$ cat src/rtl/divider_pkg.sv
// rtl/divider_pkg.sv - shared state encoding and default width for the sequential divider
// Contents:
//   state_t        FSM state encoding (IDLE=0, CALC=1, DONE=2)
//   DEFAULT_WIDTH  default operand/result width
package divider_pkg;

    typedef enum logic [1:0] {
        IDLE = 2'd0,
        CALC = 2'd1,
        DONE = 2'd2
    } state_t;

    localparam int DEFAULT_WIDTH = 4;

endpackage

$ cat src/rtl/div_step.sv
// rtl/div_step.sv - one combinational shift-subtract-restore iteration of a restoring divider
// Ports:
//   a_in   [WIDTH:0]    partial remainder before the iteration
//   q_in   [WIDTH-1:0]  dividend/quotient shift register before the iteration
//   m      [WIDTH-1:0]  divisor
//   a_out  [WIDTH:0]    partial remainder after the iteration
//   q_out  [WIDTH-1:0]  shift register after the iteration, new quotient bit in bit 0
import divider_pkg::*;

module div_step #(
    parameter int WIDTH = DEFAULT_WIDTH
) (
    input  logic [WIDTH:0]   a_in,
    input  logic [WIDTH-1:0] q_in,
    input  logic [WIDTH-1:0] m,
    output logic [WIDTH:0]   a_out,
    output logic [WIDTH-1:0] q_out
);

    logic [WIDTH:0] shifted;
    logic [WIDTH:0] trial;

    // The partial remainder is always below m between iterations, so its top
    // bit is zero and is dropped by the shift.
    logic unused_a_msb;
    assign unused_a_msb = a_in[WIDTH];

    assign shifted = {a_in[WIDTH-1:0], q_in[WIDTH-1]};
    assign trial   = shifted - {1'b0, m};

    always_comb begin
        a_out = shifted;
        q_out = {q_in[WIDTH-2:0], 1'b0};
        // A clear borrow bit means the divisor fit: keep the difference.
        if (!trial[WIDTH]) begin
            a_out = trial;
            q_out = {q_in[WIDTH-2:0], 1'b1};
        end
    end

endmodule

$ cat src/rtl/divider_4bit_seq.sv
// rtl/divider_4bit_seq.sv - sequential unsigned restoring divider with Start/Done handshake
// Ports:
//   Clk        rising-edge clock
//   Rst_n      asynchronous active-low reset
//   Start      launch request, honoured only while idle
//   Dividend   unsigned dividend, sampled with an accepted Start
//   Divisor    unsigned divisor, sampled with an accepted Start
//   Quotient   registered quotient, held until the next completion
//   Remainder  registered remainder, held until the next completion
//   Busy       high while an operation is in flight
//   Done       one-cycle completion pulse
//   DivByZero  set when the last operation had a zero divisor
import divider_pkg::*;

module divider_4bit_seq #(
    parameter int WIDTH = DEFAULT_WIDTH
) (
    input  logic             Clk,
    input  logic             Rst_n,
    input  logic             Start,
    input  logic [WIDTH-1:0] Dividend,
    input  logic [WIDTH-1:0] Divisor,
    output logic [WIDTH-1:0] Quotient,
    output logic [WIDTH-1:0] Remainder,
    output logic             Busy,
    output logic             Done,
    output logic             DivByZero
);

    localparam int CNT_W = (WIDTH > 1) ? $clog2(WIDTH) : 1;
    localparam logic [CNT_W-1:0] LAST_ITER = CNT_W'(WIDTH - 1);

    state_t           state;
    logic [WIDTH:0]   a_reg;
    logic [WIDTH-1:0] q_reg;
    logic [WIDTH-1:0] m_reg;
    logic [CNT_W-1:0] count;

    logic [WIDTH:0]   a_next;
    logic [WIDTH-1:0] q_next;

    div_step #(.WIDTH(WIDTH)) u_step (
        .a_in  (a_reg),
        .q_in  (q_reg),
        .m     (m_reg),
        .a_out (a_next),
        .q_out (q_next)
    );

    always_ff @(posedge Clk or negedge Rst_n) begin
        if (!Rst_n) begin
            state     <= IDLE;
            a_reg     <= '0;
            q_reg     <= '0;
            m_reg     <= '0;
            count     <= '0;
            Quotient  <= '0;
            Remainder <= '0;
            Busy      <= 1'b0;
            Done      <= 1'b0;
            DivByZero <= 1'b0;
        end else begin
            case (state)
                IDLE: begin
                    Done <= 1'b0;
                    if (Start) begin
                        Busy <= 1'b1;
                        if (Divisor != '0) begin
                            m_reg <= Divisor;
                            q_reg <= Dividend;
                            a_reg <= '0;
                            count <= '0;
                            state <= CALC;
                        end else begin
                            // Zero divisor skips the iterations entirely.
                            Quotient  <= '1;
                            Remainder <= Dividend;
                            DivByZero <= 1'b1;
                            Done      <= 1'b1;
                            state     <= DONE;
                        end
                    end
                end
                CALC: begin
                    a_reg <= a_next;
                    q_reg <= q_next;
                    count <= count + 1'b1;
                    if (count == LAST_ITER) begin
                        Quotient  <= q_next;
                        Remainder <= a_next[WIDTH-1:0];
                        DivByZero <= 1'b0;
                        Done      <= 1'b1;
                        state     <= DONE;
                    end
                end
                DONE: begin
                    Done  <= 1'b0;
                    Busy  <= 1'b0;
                    state <= IDLE;
                end
                default: begin
                    Done  <= 1'b0;
                    Busy  <= 1'b0;
                    state <= IDLE;
                end
            endcase
        end
    end

endmodule

$ cat config.mk
export PLATFORM = sky130hd
export DESIGN_NAME = divider_4bit_seq
export DESIGN_NICKNAME = d
export VERILOG_FILES = /design/src/rtl/divider_pkg.sv /design/src/rtl/div_step.sv /design/src/rtl/divider_4bit_seq.sv
export SDC_FILE = /design/constraint.sdc
export NUM_CORES = 1
export LEC_CHECK = 0
export BUFFER_PORTS_ARGS = -buffer_cell sky130_fd_sc_hd__clkbuf_2
export CAP_MARGIN = 20
export CORE_MARGIN = 3
export CORE_UTILIZATION = 35
export DETAILED_ROUTE_END_ITERATION = 6
export GPL_TIMING_DRIVEN = 0
export SYNTH_ARGS = -nofsm -noshare
export SYNTH_HDL_FRONTEND = slang
export SYNTH_SLANG_ARGS = --single-unit
$ cat constraint.sdc
create_clock -name Clk -period 2.7 [get_ports Clk]
set_input_delay 0.54 -clock Clk [delete_from_list [all_inputs] [get_ports Clk]]
set_output_delay 0.54 -clock Clk [all_outputs]
set_load 0.02 [all_outputs]
---- Yosys cells after proc, flatten, opt, wreduce, memory -nomap -nowiden ----
Cells that the tools add are included.
W data, S select, Z words.
storage, ports and cells
  register bits after elaboration ......... 27
  input bits .............................. 11
  output and inout bits ................... 11
  word-level logic and storage cells ...... 60
cells by class
  $add $sub $neg .......................... 2
  equal/unequal tests ..................... 6
  multiplexer cells ....................... 33
  bitwise logic cells ..................... 1
  reduce and logical (&&, ||, !) cells .... 8
operators with widths
  operator               number
  $mux W4                11
  $pmux W4 S2            4
  $mux W2                5
  $mux W1                8
  $ne A2 B2 Y1 const B   4
  $pmux W2 S2            2
  $pmux W1 S2            3
  $reduce_and A3 Y1      2
  $sub A5 B4 Y5          1
  $reduce_and A2 Y1      2
  $reduce_and A4 Y1      1
  $reduce_bool A4 Y1     1
  $add A2 B1 Y2 const B  1
  $eq A2 B1 Y1 const B   1
  $eq A2 B2 Y1 const B   1
  $logic_not A2 Y1       1
  $reduce_bool A2 Y1     1
  $not A1 Y1             1

---- Depth between registers and ports, before layout ----
  depth in word-level cells ............... 4
  gate-level depth with buffers ........... 9
  depth with buffers taken out ............ 8

---- By module ----
From an unflattened synthesis, not the netlist that was laid out.
unflattened totals
  cells, all modules ...................... 129
  area total of the unflattened synthesis .. 1,486.4 µm²
modules (own cells, without submodules)
  module            times used  cells an instance  area each (µm²)  seq. area each (µm²)
  divider_4bit_seq  1           98                 1,233.7          700.7
  div_step          1           31                 252.7            0.0

---- Least setup slack after synthesis ----
No wires, ideal clock.
  kind .................................... reg2reg
  start point ............................. register q_reg[3]
  end point ............................... register Remainder[3]
  setup time .............................. 142 ps
  arrival time ............................ 2,077 ps
  required time ........................... 2,558 ps
  slack ................................... 480 ps
  cell stages (with the launch flop) ...... 10
  path buffers ............................ 1
  period minus slack after synthesis ...... 2,220 ps
  path through ............................ dfrtp_1 inv_1 ha_1 fa_1 nand2b_1 o2bb2ai_1 buf_2 and3b_1 a2111oi_0 o22ai_1
between the ends
  word-level cells in the longest chain between the ends .. 4
RTL lines
  item                      RTL line                RTL
  start: declaration        divider_4bit_seq.sv:35  logic [WIDTH-1:0] q_reg;
  start signal: assignment  divider_4bit_seq.sv:70  q_reg <= Dividend;
  start signal: assignment  divider_4bit_seq.sv:86  q_reg <= q_next;
  $sub A5 B4 Y5             div_step.sv:29          assign trial = shifted - {1'b0, m};
  $mux W4                   div_step.sv:35          if (!trial[WIDTH]) begin
  $mux W4                   divider_4bit_seq.sv:88  if (count == LAST_ITER) begin
  $pmux W4 S2               divider_4bit_seq.sv:63  case (state)
  end signal: assignment    divider_4bit_seq.sv:77  Remainder <= Dividend;
  end signal: assignment    divider_4bit_seq.sv:90  Remainder <= a_next[WIDTH-1:0];
  end: declaration          divider_4bit_seq.sv:24  output logic [WIDTH-1:0] Remainder,
Every way passes these cells. The select of a mux whose other input is x is not followed.
A chain may end at the register's enable or synchronous reset.

---- Worst setup path after layout ----
Same ends and word-level chain as after synthesis.

==> summary.txt <==
Outcome
  • Result of the run: completed

STA
  • Worst setup slack after layout: 0.248 ns
  • Count of endpoints failing hold in the final timing report: 0
  • Actual slew at the worst max-slew pin: between 0.7 and 0.8 ns
  • Setup repair after global routing missed its margin: false
  • Clock period minus final worst setup slack: between 2 and 2.5 ns
  • Final-report setup violation count: 0
  • Worst rel slew slack: 0.521
  • Maximum achievable frequency: 408 MHz
  • Max-slew violation total from the final report: 0
  • Sum of negative setup slack: 0 ns
  • Worst hold slack: ~0.29 ns
  • Ratio of final minimum period to clock period: 0.908
  • Setup clock skew after layout: a little under 0.007 ns

Global route
  • Vias in the first global route: ~1100
  • Maximum number of pins on one net before global-route repair: 28
  • Overall global routing resource usage: 0.139
  • Wire length of the first global-routing pass: 5.35 mm
  • Overflow left after global routing: 0
  • Initial antenna violation count: 0

Clocking
  • Clock Latency Late Sink: roughly 0.27 ns
  • Clock root buffer: clkbuf_8
  • H-Tree Level Count: 1
  • Number of clock sinks: 27
  • Number of cells upsized or downsized after cts: 0
  • TritonCTS clock tree: built
  • Clock-pin slew reported for the worst setup and hold paths after clock tree synthesis: approximately 0.090 ns
  • # hold bufs at CTS: 0
  • Post-CTS setup buffers: 0
  • Longest Clk Path Bufs: 2
  • Cts bufs inserted: 3

Floorplanning
  • Core Region: around 3700 µm²
  • Floorplan row count: 22
  • Die boundary width: between 60 and 70 µm
  • Vertical extent of the die: ~69 µm
  • Number of top-level design ports: 22
  • Total die area: about 4800 µm²
  • Starting Density: 0.372

Synthesis
  • Number of synthesis warnings: 0
  • Mean area per synthesized cell: slightly above 10 µm²
  • Library cells used by synthesis: 37
  • Register area share after synthesis: 0.485
  • Area of the mapped netlist: 1390 µm²
  • Synthesized netlist net count: between 150 and 200
  • Synthesized instance count: 137
  • Synthesized flop and latch total: 27

Placement
  • Area after DPL: around 1600 µm²
  • Placer's final routability congestion estimate: between 0.8 and 0.9
  • Post-detailed-placement half-perimeter wirelength: about 2.3 mm
  • Placed cell count: 206
  • # port buffers: 21
  • Post-placement worst setup slack: ~0.26 ns

Critical path
  • Arrival time worst endpoint: about 2.6 ns
  • Critical path endpoint category: flop
  • Worst setup path class: flop to flop
  • Crit-path slowest cell: fa_1
  • Delay of the slowest cell on the worst path: 0.40 ns
  • Kind of launch point of the worst setup path: flop
  • Crit Path Max Fanout: 10
  • Critical path cell sequence: inv_1 -> ha_1 -> fa_1 -> nand2b_1 -> o2bb2ai_1 -> buf_2 -> and3b_1 -> a2111oi_0 -> o22ai_1
  • Required time of the worst setup path: ~2.8 ns
  • Register-to-register setup slack: about 0.25 ns

Layout
  • Share of the core filled with cells: 0.428
  • Number of antenna cells inserted: 0
  • Post-route non-filler standard cell count: 210
  • Layout Nets: 180
  • Top library cells by usage in the layout, fill and taps aside: 27 x dfrtp_1, 21 x clkbuf_2, 16 x nand2_1, 16 x nor2_1, 8 x inv_1
  • Relative area change from synthesis to final layout: 15.1%
  • Layout cells sized above 1: 0.247
  • Final standard cell area without fillers: about 1600 µm²
  • Most common library cell in the layout ignoring fill and taps: dfrtp_1

Drt
  • Mean number of vias per cell: approximately 5.3
  • Number of nets with antenna violations after routing: 0
  • Detailed Routing Iterations Pass 1: 4
  • DRC violation total after the first TritonRoute iteration: between 40 and 50
  • DR DRC count: 0
  • Routed wirelength normalized by instance count: 14.7 µm
  • Overall routed net length: just over 3 mm
  • Via count: approximately 1100

Hold path
  • Class of the worst hold path: input pin to async pin

Power
  • Overall power consumption: between 2 and 2.5 mW
  • Leakage power: about 0.75 nW
  • Worst vdd ir: ~0.41 mV
  • Power per cell area: 1380 nW/µm²

Job
  • Max cap viols: 0
[critical path: cells and delay by family, from the launching register on]
family,cells,cell delay [ns]
DFF,1,0.38
buffers and inverters,2,0.28
and+or+nand+nor,2,0.37
adders and majority gates,2,0.62
AOI/OAI and AO/OA,3,0.68
[final timing paths]
| kind | end | cells after the start | startpoint |
|---|---|---|---|
| min in group Clk | Done$_DFFE_PN0P_ | 1 | Done$_DFFE_PN0P_ |
| max reg2reg | Remainder[3]$_DFFE_PN0P_ | 9 | q_reg[3]$_DFFE_PN0P_ |
| min reg2reg | Done$_DFFE_PN0P_ | 1 | Done$_DFFE_PN0P_ |
| min | a_reg[1]$_DFFE_PN0P_ | 1 | Rst_n |
| max in group asynchronous | q_reg[0]$_DFFE_PN0P_ | 1 | Rst_n |
| max | Remainder[3]$_DFFE_PN0P_ | 9 | q_reg[3]$_DFFE_PN0P_ |
[power breakdown]
| group | total (mW) | internal, mW | switching, mW |
|---|---|---|---|
| Sequential | 0.753 | 0.601 | 0.152 |
| Clock | 0.230 | 0.106 | 0.124 |
| Combinational | 1.23 | 0.508 | 0.717 |
[routing by layer]
metal | vias up | global-route usage | part of all wire
met5 | - | 0 | 0
met4 | 0 | 0.0586 | 0.015
met3 | 4 | 0.0233 | 0.040
met2 | 31 | 0.208 | 0.45
met1 | 532 | 0.197 | 0.49
li1 | 539 | - | -
[logic make-up (layout without fill, tap and decap cells)]
family,after synthesis,count (layout),share of synthesized area
xor gates and xnor gates,3,3,0.0189
AOI/OAI and AO/OA,32,32,0.173
buffers and inverters,14,39,0.0458
DFF,27,27,0.485
muxes,5,5,0.0395
adders and majority gates,6,6,0.0593
and+or+nand+nor,50,50,0.179
[synth_stat cells (all sizes together)]
library cell   n  area share
and3b          1      0.0063
fa             1       0.014
a211oi         1      0.0054
nor2          16       0.043
nand4b         1      0.0063
o2bb2ai        1      0.0063
ha             5       0.045
o22ai          1      0.0045
xnor2          2       0.013
nand2b         2      0.0090
mux2i          1      0.0072
o21a           1      0.0054
nor2b          1      0.0045
a21o           1      0.0063
nor3           1      0.0036
a2111oi        1      0.0063
buf            4       0.019
a31oi          7       0.031
and4b          3       0.022
clkbuf         2      0.0054
a21oi          6       0.022
inv            8       0.022
mux2           4       0.032
or2            1      0.0045
a22o           1      0.0063
xor2           1      0.0063
nand3          4       0.014
nand2         16       0.043
o21ai          5       0.018
a311oi         2       0.013
o41ai          1       0.020
dfrtp         27        0.49
o22a           4       0.029
or3            2      0.0090
or4            1      0.0081
nand3b         1      0.0054
[cell type report]
cell class	instances	area, µm²
Fill cell	382	2140
Tap cell	48	60.1
Sequential cell	27	676
Timing Repair Buffer	21	105
Inverter	8	30.0
Multi-Input combinational cell	96	653
Clock buffer	4	45.0
Buffer	6	33.8
No activity file was read; power rests on OpenSTA's default activity.
